## src/rtl/corr_pkg.sv

```systemverilog
// corr_pkg: definitions shared by the correlator sequencer and its MAC.
//   corr_state_t : controller states (LOAD, RUN, PRESENT)
//   idx_w()      : width of an index counter that must address n entries
package corr_pkg;

  typedef enum logic [1:0] {
    LOAD    = 2'd0,
    RUN     = 2'd1,
    PRESENT = 2'd2
  } corr_state_t;

  // Bits needed to hold the values 0..n-1. Never returns less than 1 so a
  // counter declared with it is always legal.
  function automatic int idx_w(input int n);
    return (n <= 2) ? 1 : $clog2(n);
  endfunction

endpackage

```

## src/rtl/corr_mac.sv

```systemverilog
// corr_mac: signed clear/enable multiply-accumulate register.
//   clk, rst : clock and asynchronous active-low reset (acc -> 0)
//   en       : update acc this cycle
//   clr      : when en, start from zero instead of the held acc
//   a, b     : signed DATA_W operands
//   acc      : signed ACC_W accumulator, wraps modulo 2^ACC_W
module corr_mac #(
  parameter int DATA_W = 32,
  parameter int ACC_W  = 64
) (
  input  logic                     clk,
  input  logic                     rst,
  input  logic                     en,
  input  logic                     clr,
  input  logic signed [DATA_W-1:0] a,
  input  logic signed [DATA_W-1:0] b,
  output logic signed [ACC_W-1:0]  acc
);

  logic signed [2*DATA_W-1:0] a_x;
  logic signed [2*DATA_W-1:0] b_x;
  logic signed [2*DATA_W-1:0] prod;
  logic signed [ACC_W-1:0]    prod_ext;

  // Widen before multiplying so the full signed product is kept.
  assign a_x      = (2*DATA_W)'(a);
  assign b_x      = (2*DATA_W)'(b);
  assign prod     = a_x * b_x;
  assign prod_ext = ACC_W'(prod);

  // NOTE: registers are written with non-blocking assignments so every
  // flop samples the pre-edge values regardless of block ordering.
  always_ff @(posedge clk or negedge rst) begin
    if (!rst) begin
      acc <= '0;
    end else if (en) begin
      acc <= (clr ? ACC_W'(0) : acc) + prod_ext;
    end
  end

endmodule

```

## src/rtl/correlator_sequencer.sv

```systemverilog
// correlator_sequencer: buffers a block of N (a, b) sample pairs, then
// sequences a single MAC to produce R[k] = sum a[i]*b[i+k], k = 0..LAGS-1,
// presenting each lag on a valid/ready output stream.
//   clk, rst            : clock, asynchronous active-low reset
//   in_valid/in_ready   : input pair handshake (a_in, b_in)
//   out_valid/out_ready : result handshake (out_data = R[k], out_lag = k)
//   busy                : high whenever the block is not accepting samples
module correlator_sequencer
  import corr_pkg::*;
#(
  parameter int N      = 16,
  parameter int LAGS   = 8,
  parameter int DATA_W = 32,
  parameter int ACC_W  = 64,
  localparam int LAG_W = $clog2(LAGS) + 1
) (
  input  logic                     clk,
  input  logic                     rst,
  input  logic                     in_valid,
  output logic                     in_ready,
  input  logic signed [DATA_W-1:0] a_in,
  input  logic signed [DATA_W-1:0] b_in,
  output logic                     out_valid,
  input  logic                     out_ready,
  output logic signed [ACC_W-1:0]  out_data,
  output logic [LAG_W-1:0]         out_lag,
  output logic                     busy
);

  localparam int IDX_W = idx_w(N);

  corr_state_t state;
  logic [IDX_W-1:0] wr_idx;
  logic [IDX_W-1:0] i;
  logic [LAG_W-1:0] k;

  logic signed [DATA_W-1:0] a_buf [N];
  logic signed [DATA_W-1:0] b_buf [N];

  logic [IDX_W-1:0] k_idx;
  logic [IDX_W-1:0] rd_idx;
  logic [IDX_W-1:0] last_i;
  logic             in_fire;
  logic             run_en;

  // k never exceeds LAGS-1 <= N-1, so narrowing to index width is lossless.
  assign k_idx   = IDX_W'(k);
  assign rd_idx  = i + k_idx;
  assign last_i  = IDX_W'(N - 1) - k_idx;

  // rst gates in_ready so nothing is offered while the block is held.
  assign in_ready  = rst && (state == LOAD);
  assign in_fire   = in_valid && in_ready;
  assign run_en    = (state == RUN);
  assign out_valid = (state == PRESENT);
  assign out_lag   = k;
  assign busy      = (state != LOAD);

  // NOTE: the sample buffers are deliberately left out of reset; every
  // entry is rewritten by the load phase before RUN reads it.
  always_ff @(posedge clk) begin
    if (in_fire) begin
      a_buf[wr_idx] <= a_in;
      b_buf[wr_idx] <= b_in;
    end
  end

  always_ff @(posedge clk or negedge rst) begin
    if (!rst) begin
      state  <= LOAD;
      wr_idx <= '0;
      i      <= '0;
      k      <= '0;
    end else begin
      unique case (state)
        LOAD: begin
          if (in_valid) begin
            if (wr_idx == IDX_W'(N - 1)) begin
              state  <= RUN;
              wr_idx <= '0;
              i      <= '0;
              k      <= '0;
            end else begin
              wr_idx <= wr_idx + 1'b1;
            end
          end
        end
        RUN: begin
          // Lag k sums over i = 0..N-1-k; the MAC captures the last term
          // on the same edge that enters PRESENT.
          if (i == last_i) begin
            state <= PRESENT;
            i     <= '0;
          end else begin
            i <= i + 1'b1;
          end
        end
        PRESENT: begin
          if (out_ready) begin
            if (k == LAG_W'(LAGS - 1)) begin
              state <= LOAD;
            end else begin
              k     <= k + 1'b1;
              state <= RUN;
            end
          end
        end
        default: state <= LOAD;
      endcase
    end
  end

  corr_mac #(
    .DATA_W (DATA_W),
    .ACC_W  (ACC_W)
  ) u_mac (
    .clk (clk),
    .rst (rst),
    .en  (run_en),
    .clr (i == '0),
    .a   (a_buf[i]),
    .b   (b_buf[rd_idx]),
    .acc (out_data)
  );

endmodule

```

## config.mk

```make
export PLATFORM = sky130hd
export DESIGN_NAME = correlator_sequencer
export DESIGN_NICKNAME = d
export VERILOG_FILES = /design/src/rtl/corr_pkg.sv /design/src/rtl/corr_mac.sv /design/src/rtl/correlator_sequencer.sv
export SDC_FILE = /design/constraint.sdc
export NUM_CORES = 2
export LEC_CHECK = 0
export BUFFER_PORTS_ARGS = -buffer_cell sky130_fd_sc_hd__buf_2
export CAP_MARGIN = 25
export CORE_ASPECT_RATIO = 1.75
export CORE_MARGIN = 2
export CORE_UTILIZATION = 50
export DETAILED_ROUTE_END_ITERATION = 8
export GPL_ROUTABILITY_DRIVEN = 0
export GPL_TIMING_DRIVEN = 0
export PLACE_DENSITY = 0.75
export SLEW_MARGIN = 20
export SYNTH_ARGS = -nofsm -noshare
export SYNTH_HDL_FRONTEND = slang
export SYNTH_HIERARCHICAL = 1
export SYNTH_SLANG_ARGS = --single-unit
```

## constraint.sdc

```tcl
create_clock -name clk -period 20.3 [get_ports clk]
set_input_delay 2.03 -clock clk [delete_from_list [all_inputs] [get_ports clk]]
set_output_delay 2.03 -clock clk [all_outputs]
set_load 0.05 [all_outputs]
```

-- Word level (Yosys, flattened, before mapping)
Memory sizes are Yosys's and may differ from the RTL's.
Cells that the tools add are included.
- add/sub/neg operators: 6
- multiply operators: 1
- equal/unequal tests: 10
- muxes and demuxes: 17
- reductions and logical operators: 11
- operators with widths (cell ; count):
    64-bit adder ; 1
    32-bit by 32-bit multiplier with 64-bit output ; 1
    64-bit 2-to-1 mux ; 1
    4-bit 2-to-1 mux ; 6
    4-bit one-hot mux with 2 select lines ; 2
    4-bit by 1-bit adder with 4-bit output (second input constant) ; 3
    2-bit 2-to-1 mux ; 4
    2-bit by 1-bit != test with 1-bit output (second input constant) ; 3
    2-bit one-hot mux with 3 select lines ; 1
    2-bit nonzero test ; 3
    5-bit AND reduction ; 1
    4-bit adder ; 1
    4-bit by 3-bit equality test with 1-bit output (second input constant) ; 1
    4-bit equality test ; 1
    4-bit equality test (second input constant) ; 1
    4-bit logical NOT ; 1
    2-bit != test (second input constant) ; 2
    4-bit AND reduction ; 1
    4-bit subtractor (first input constant) ; 1
    1-bit 2-to-1 mux ; 3
    3-bit AND reduction ; 1
    2-bit by 1-bit equality test with 1-bit output (second input constant) ; 1
    2-bit equality test (second input constant) ; 1
    1-bit logical AND ; 2
    2 further kinds ; 2
- bits in registers: 78
- memory bits (writable): 1024
- input port bits: 68
- output and inout bits: 71
- logic and storage cells: 52
- memories: 2
- memories (name ; words ; bits a word ; rd ports ; clocked after memory_dff ; wr ports ; RTL line ; text):
    a_buf ; 16 ; 32 ; 1 ; 0 ; 1 ; correlator_sequencer.sv:37 ; logic signed [DATA_W-1:0] a_buf [N];
    b_buf ; 16 ; 32 ; 1 ; 0 ; 1 ; correlator_sequencer.sv:38 ; logic signed [DATA_W-1:0] b_buf [N];

-- Logic depth before layout (Yosys ltp)
- depth after elaboration: 5
- mapped depth: 37
- depth with buffers taken out: 33

-- Cells and area by module
The synthesis kept the hierarchy.
- modules (own cells, without submodules) (module ; times used ; cells an instance ; area an instance (um^2) ; sequential area each (um^2)):
    corr_mac ; 1 ; 4554 ; 43045.0 ; 1601.5
    correlator_sequencer ; 1 ; 1860 ; 40263.6 ; 31099.8

-- Least setup slack after synthesis
OpenSTA, ideal clock, no wires.
- path type: reg-to-reg
- start: register k[0] (netlist: out_lag[0])
- end: register u_mac.acc[62]
- library setup time: 0.125 ns
- data arrival time: 10.604 ns
- required time: 20.175 ns
- slack: 9.571 ns
- cell stages (with the launch flop): 33
- path buffers: 5
- clock period less this slack: 10.729 ns
- cell sequence: dfrtp_1 ha_1 fa_1 buf_4 clkbuf_1 buf_2 mux4_2 o211ai_1 nand3_1 clkbuf_1 and2_1 fa_1 fa_1 fa_1 inv_1 fa_1 inv_1 fa_1 fa_1 fa_1 inv_1 fa_1 inv_1 ha_1 clkbuf_1 and4_1 a221o_1 a211o_1 o31ai_2 a21oi_2 a221oi_2 xnor2_1 mux2_4
- longest elaborated chain between the ends: 4
- RTL lines (what ; RTL line ; text):
    from (decl) ; correlator_sequencer.sv:35 ; logic [LAG_W-1:0] k;
    from (signal assigned) ; correlator_sequencer.sv:103 ; k <= k + 1'b1;
    4-bit adder ; correlator_sequencer.sv:48 ; assign rd_idx = i + k_idx;
    memory 16 x 32 bit ; -- ;
    32-bit by 32-bit multiplier with 64-bit output ; corr_mac.sv:28 ; assign prod = a_x * b_x;
    64-bit adder ; corr_mac.sv:37 ; acc <= (clr ? ACC_W'(0) : acc) + prod_ext;
    to (signal assigned) ; corr_mac.sv:37 ;
    to (decl) ; corr_mac.sv:17 ; output logic signed [ACC_W-1:0] acc
No other way between the ends.
A chain may end at the register's enable or synchronous reset.

-- Worst setup path after layout
- start: register k[0] (netlist: out_lag[0])
- end: register u_mac.acc[56]
Same word-level chain as after synthesis.

==> qor.txt <==
Status: finished, final reports clean
Mapped Cells: 6414
RSZ-0062 raised after global routing: false
Core Area: 166000 um^2
CTS Buffer Depth: 3
Worst reg2reg path depth: 34
Min-delay worst type: register to register
DP Worst Slack: 7.56 ns
Least-Margin Pin Slew: 1.27 ns
Flop2flop setup slack: 7.19 ns
CTS tree: built
DRT iter0 DRCs: 5078
Dpl cells: 8839
# setup viols final: 0
DRC: 0
CTS buffer count: 91
Setup crit start kind: register
Root Driver: clkbuf_16
Hpwl dp: 197000 um
Nets: 8253
Final setup margin: 7.19 ns
Clock skew: 0.0336 ns
WP data required: 20.90 ns
Synth cell types: 77
Post-Syn Area per Cell: 13.0 um^2
Worst hold start: u_mac/acc[50]
Antenna viol nets, final: 0
Critical path class: register to register
Chip Height: 544 um
Total GRT Usage: 31.0%
Slowest stage delay, CP: 0.89 ns
Synth Register Bits: 1102
Clock sinks: 1102
Crit end category: register
GRT overflow: 0
Number of hold violations in the final report: 0
Num rows: 198
Slew HR: 15.2%
Peak Freq: 76.3 MHz
Post-Route WL: 256000 um
Post-Layout Cell Count: 9055
Minimum clock period: 13.11 ns
Initial antenna violation count: 45
Setup TNS: 0 ns
First-pass GRT wire length: 379000 um
Post-CTS Hold Fix Bufs: 0
Synthesis-to-layout area growth: 9.99%
Max-slew violations: 0
Post-Syn Nets: 7921
Finished Core Util: 55.2%
Die area: 170000 um^2
Clock slew at the register clock pins of the worst setup and hold paths: 0.07 ns
Router iterations before antenna repair: 8
CP Max Fanout: 16
Htree depth: 3
Main flop type after synthesis: edfxtp_1
Via/cell ratio: 5.91
Top Ports: 139
Vias in the first global route: 58400
DR WL/cell: 28.3 um
FF-to-FF End: u_mac/acc[56]
CP dominant cell by count: fa_1
Port bufs: 138
Crit-path slowest cell: clkbuf_1
Mapped cell area: 83300 um^2
Layout fillers: 13100
Asr flop ratio synth: 7.08%
Synth warn: 6
Worst r2r src: out_lag[0]
Worst Hold Path Cells: 2
Worst-Skew Late Latency: 0.73 ns
Post-CTS sizing: 0
Largest net degree at the start of global routing: 65
Number of setup buffers added after CTS: 0
WP data arrival: 13.71 ns
Chip width: 313 um
Share of layout cells above drive strength 1: 12.0%
Post-synth EDFFs: 1024
Starting density of the core: 50.2%
Period utilization: 64.6%
WHS Endpoint: u_mac/acc[50]
Vias: 53500
Max-cap violations: 0
Post-synthesis sequential area ratio: 39.3%
-- placed cells by master, fill, tap and decap left out, types with 9 or more instances in the layout --
cell / count
a211o_1: 38
a211oi_1: 38
a21o_1: 38
a21oi_1: 73
a31oi_1: 31
and2_1: 513
and3_1: 16
buf_1: 9
buf_12: 24
buf_16: 18
buf_2: 181
buf_4: 57
buf_6: 28
bufinv_16: 9
clkbuf_1: 245
clkbuf_16: 94
clkbuf_2: 18
clkinv_1: 14
clkinv_2: 15
dfrtp_1: 78
diode_2: 36
edfxtp_1: 1024
fa_1: 1211
ha_1: 228
inv_1: 1266
mux2_2: 44
mux4_2: 249
nand2_1: 659
nand2b_1: 22
nand3_1: 49
nand4_1: 12
nor2_1: 70
nor2_4: 12
nor2b_1: 101
o211ai_1: 70
o21ai_0: 39
o21bai_1: 13
xnor2_1: 57
xor2_1: 14
-- how the worst max path moves through the flow --
stage / start / to / slack [ns] / depth (start not counted)
2_1_floorplan: out_lag[0] / u_mac/acc[62] / 9.57 / 32
3_3_place_gp: rst / b_buf[1][18] / 6.15 / 4
3_5_place_dp: out_lag[0] / u_mac/acc[56] / 7.56 / 34
4_1_cts: out_lag[0] / u_mac/acc[56] / 7.55 / 34
5_1_grt: out_lag[0] / u_mac/acc[56] / 6.88 / 34
6_report: out_lag[0] / u_mac/acc[56] / 7.19 / 34
-- cell usage after synthesis (3+ instances only) --
cell / instances / area share (%)
a211o_1: 38 / 0.40
a211oi_1: 38 / 0.34
a21boi_0: 3 / 0.027
a21o_1: 38 / 0.34
a21oi_1: 73 / 0.44
a21oi_2: 5 / 0.053
a221o_1: 3 / 0.036
a311oi_1: 4 / 0.042
a31oi_1: 37 / 0.28
and2_1: 515 / 3.9
and3_1: 16 / 0.12
and4_1: 3 / 0.032
buf_1: 10 / 0.045
buf_2: 41 / 0.25
buf_4: 25 / 0.23
buf_6: 9 / 0.12
clkbuf_1: 246 / 1.1
dfrtp_1: 78 / 2.3
edfxtp_1: 1024 / 37
fa_1: 1211 / 29
ha_1: 228 / 3.4
inv_1: 1269 / 5.7
mux2_2: 44 / 0.59
mux2i_1: 5 / 0.060
mux4_1: 7 / 0.22
mux4_2: 249 / 6.7
nand2_1: 659 / 3.0
nand2b_1: 22 / 0.17
nand3_1: 51 / 0.31
nand4_1: 12 / 0.090
nor2_1: 82 / 0.37
nor2b_1: 102 / 0.77
nor3_1: 11 / 0.066
o211ai_1: 70 / 0.63
o21a_1: 6 / 0.054
o21ai_0: 39 / 0.23
o21ai_1: 3 / 0.018
o21bai_1: 13 / 0.12
o31ai_1: 6 / 0.054
or2_2: 3 / 0.023
or3_1: 3 / 0.023
xnor2_1: 57 / 0.60
xor2_1: 14 / 0.15
-- cell type report --
class / count / area [um^2] / area share, %
multi-input cells: 3709 / 44500 / 48.6
flip-flops and latches: 1102 / 32700 / 35.7
inverters: 1270 / 4770 / 5.20
well taps: 2200 / 2750 / 3.00
clock buffers: 114 / 2460 / 2.68
repair buffers: 239 / 2220 / 2.42
plain buffers: 333 / 1510 / 1.65
clock inverters: 52 / 614 / 0.670
diodes: 36 / 90.1 / 0.0983
-- flip-flops by register name (all words and copies together), names as in the netlist --
signal and flops:
a_buf 512, wr_idx 4, i 4, b_buf 512, out_lag 4, state 2
u_mac/acc 64
-- worst max-delay path, delay by kind of cell, from the launching register on --
| kind | cells | cell delay [ns] |
|---|---|---|
| compound gates | 5 | 0.96 |
| xor+xnor | 2 | 0.94 |
| fa+ha+maj | 11 | 5.03 |
| flops | 1 | 0.48 |
| buf+inv | 10 | 3.45 |
| simple gates | 5 | 1.76 |
| mux | 1 | 0.28 |
-- logic make-up (layout without fill, tap and decap cells) --
logic type	count (synthesis)	count (layout)	share of synthesized area [%]
flops	1102	1102	39.3
buf+inv	1603	2008	7.50
compound gates	402	402	3.40
mux	306	306	7.63
simple gates	1489	1489	8.91
xor+xnor	73	73	0.786
other cells	0	36	0
fa+ha+maj	1439	1439	32.5
-- layer usage --
layer,GRT usage [%],wire [um]
met5,0,262
met4,26.4,27600
met3,9.08,26900
met2,51.6,125000
met1,32.0,77000
-- stage by stage --
step           instance area (um^2)  hold slack (ns)
6_report                      91600            0.509
5_1_grt                       91600            0.551
4_1_cts                       91300            0.513
3_5_place_dp                  88200            0.494
3_3_place_gp                  86800            0.484
2_1_floorplan                 83300            0.545
Power is left out: the tool's default activity adds up to more than one toggle a clock period on the data nets, which glitch-free logic cannot reach.
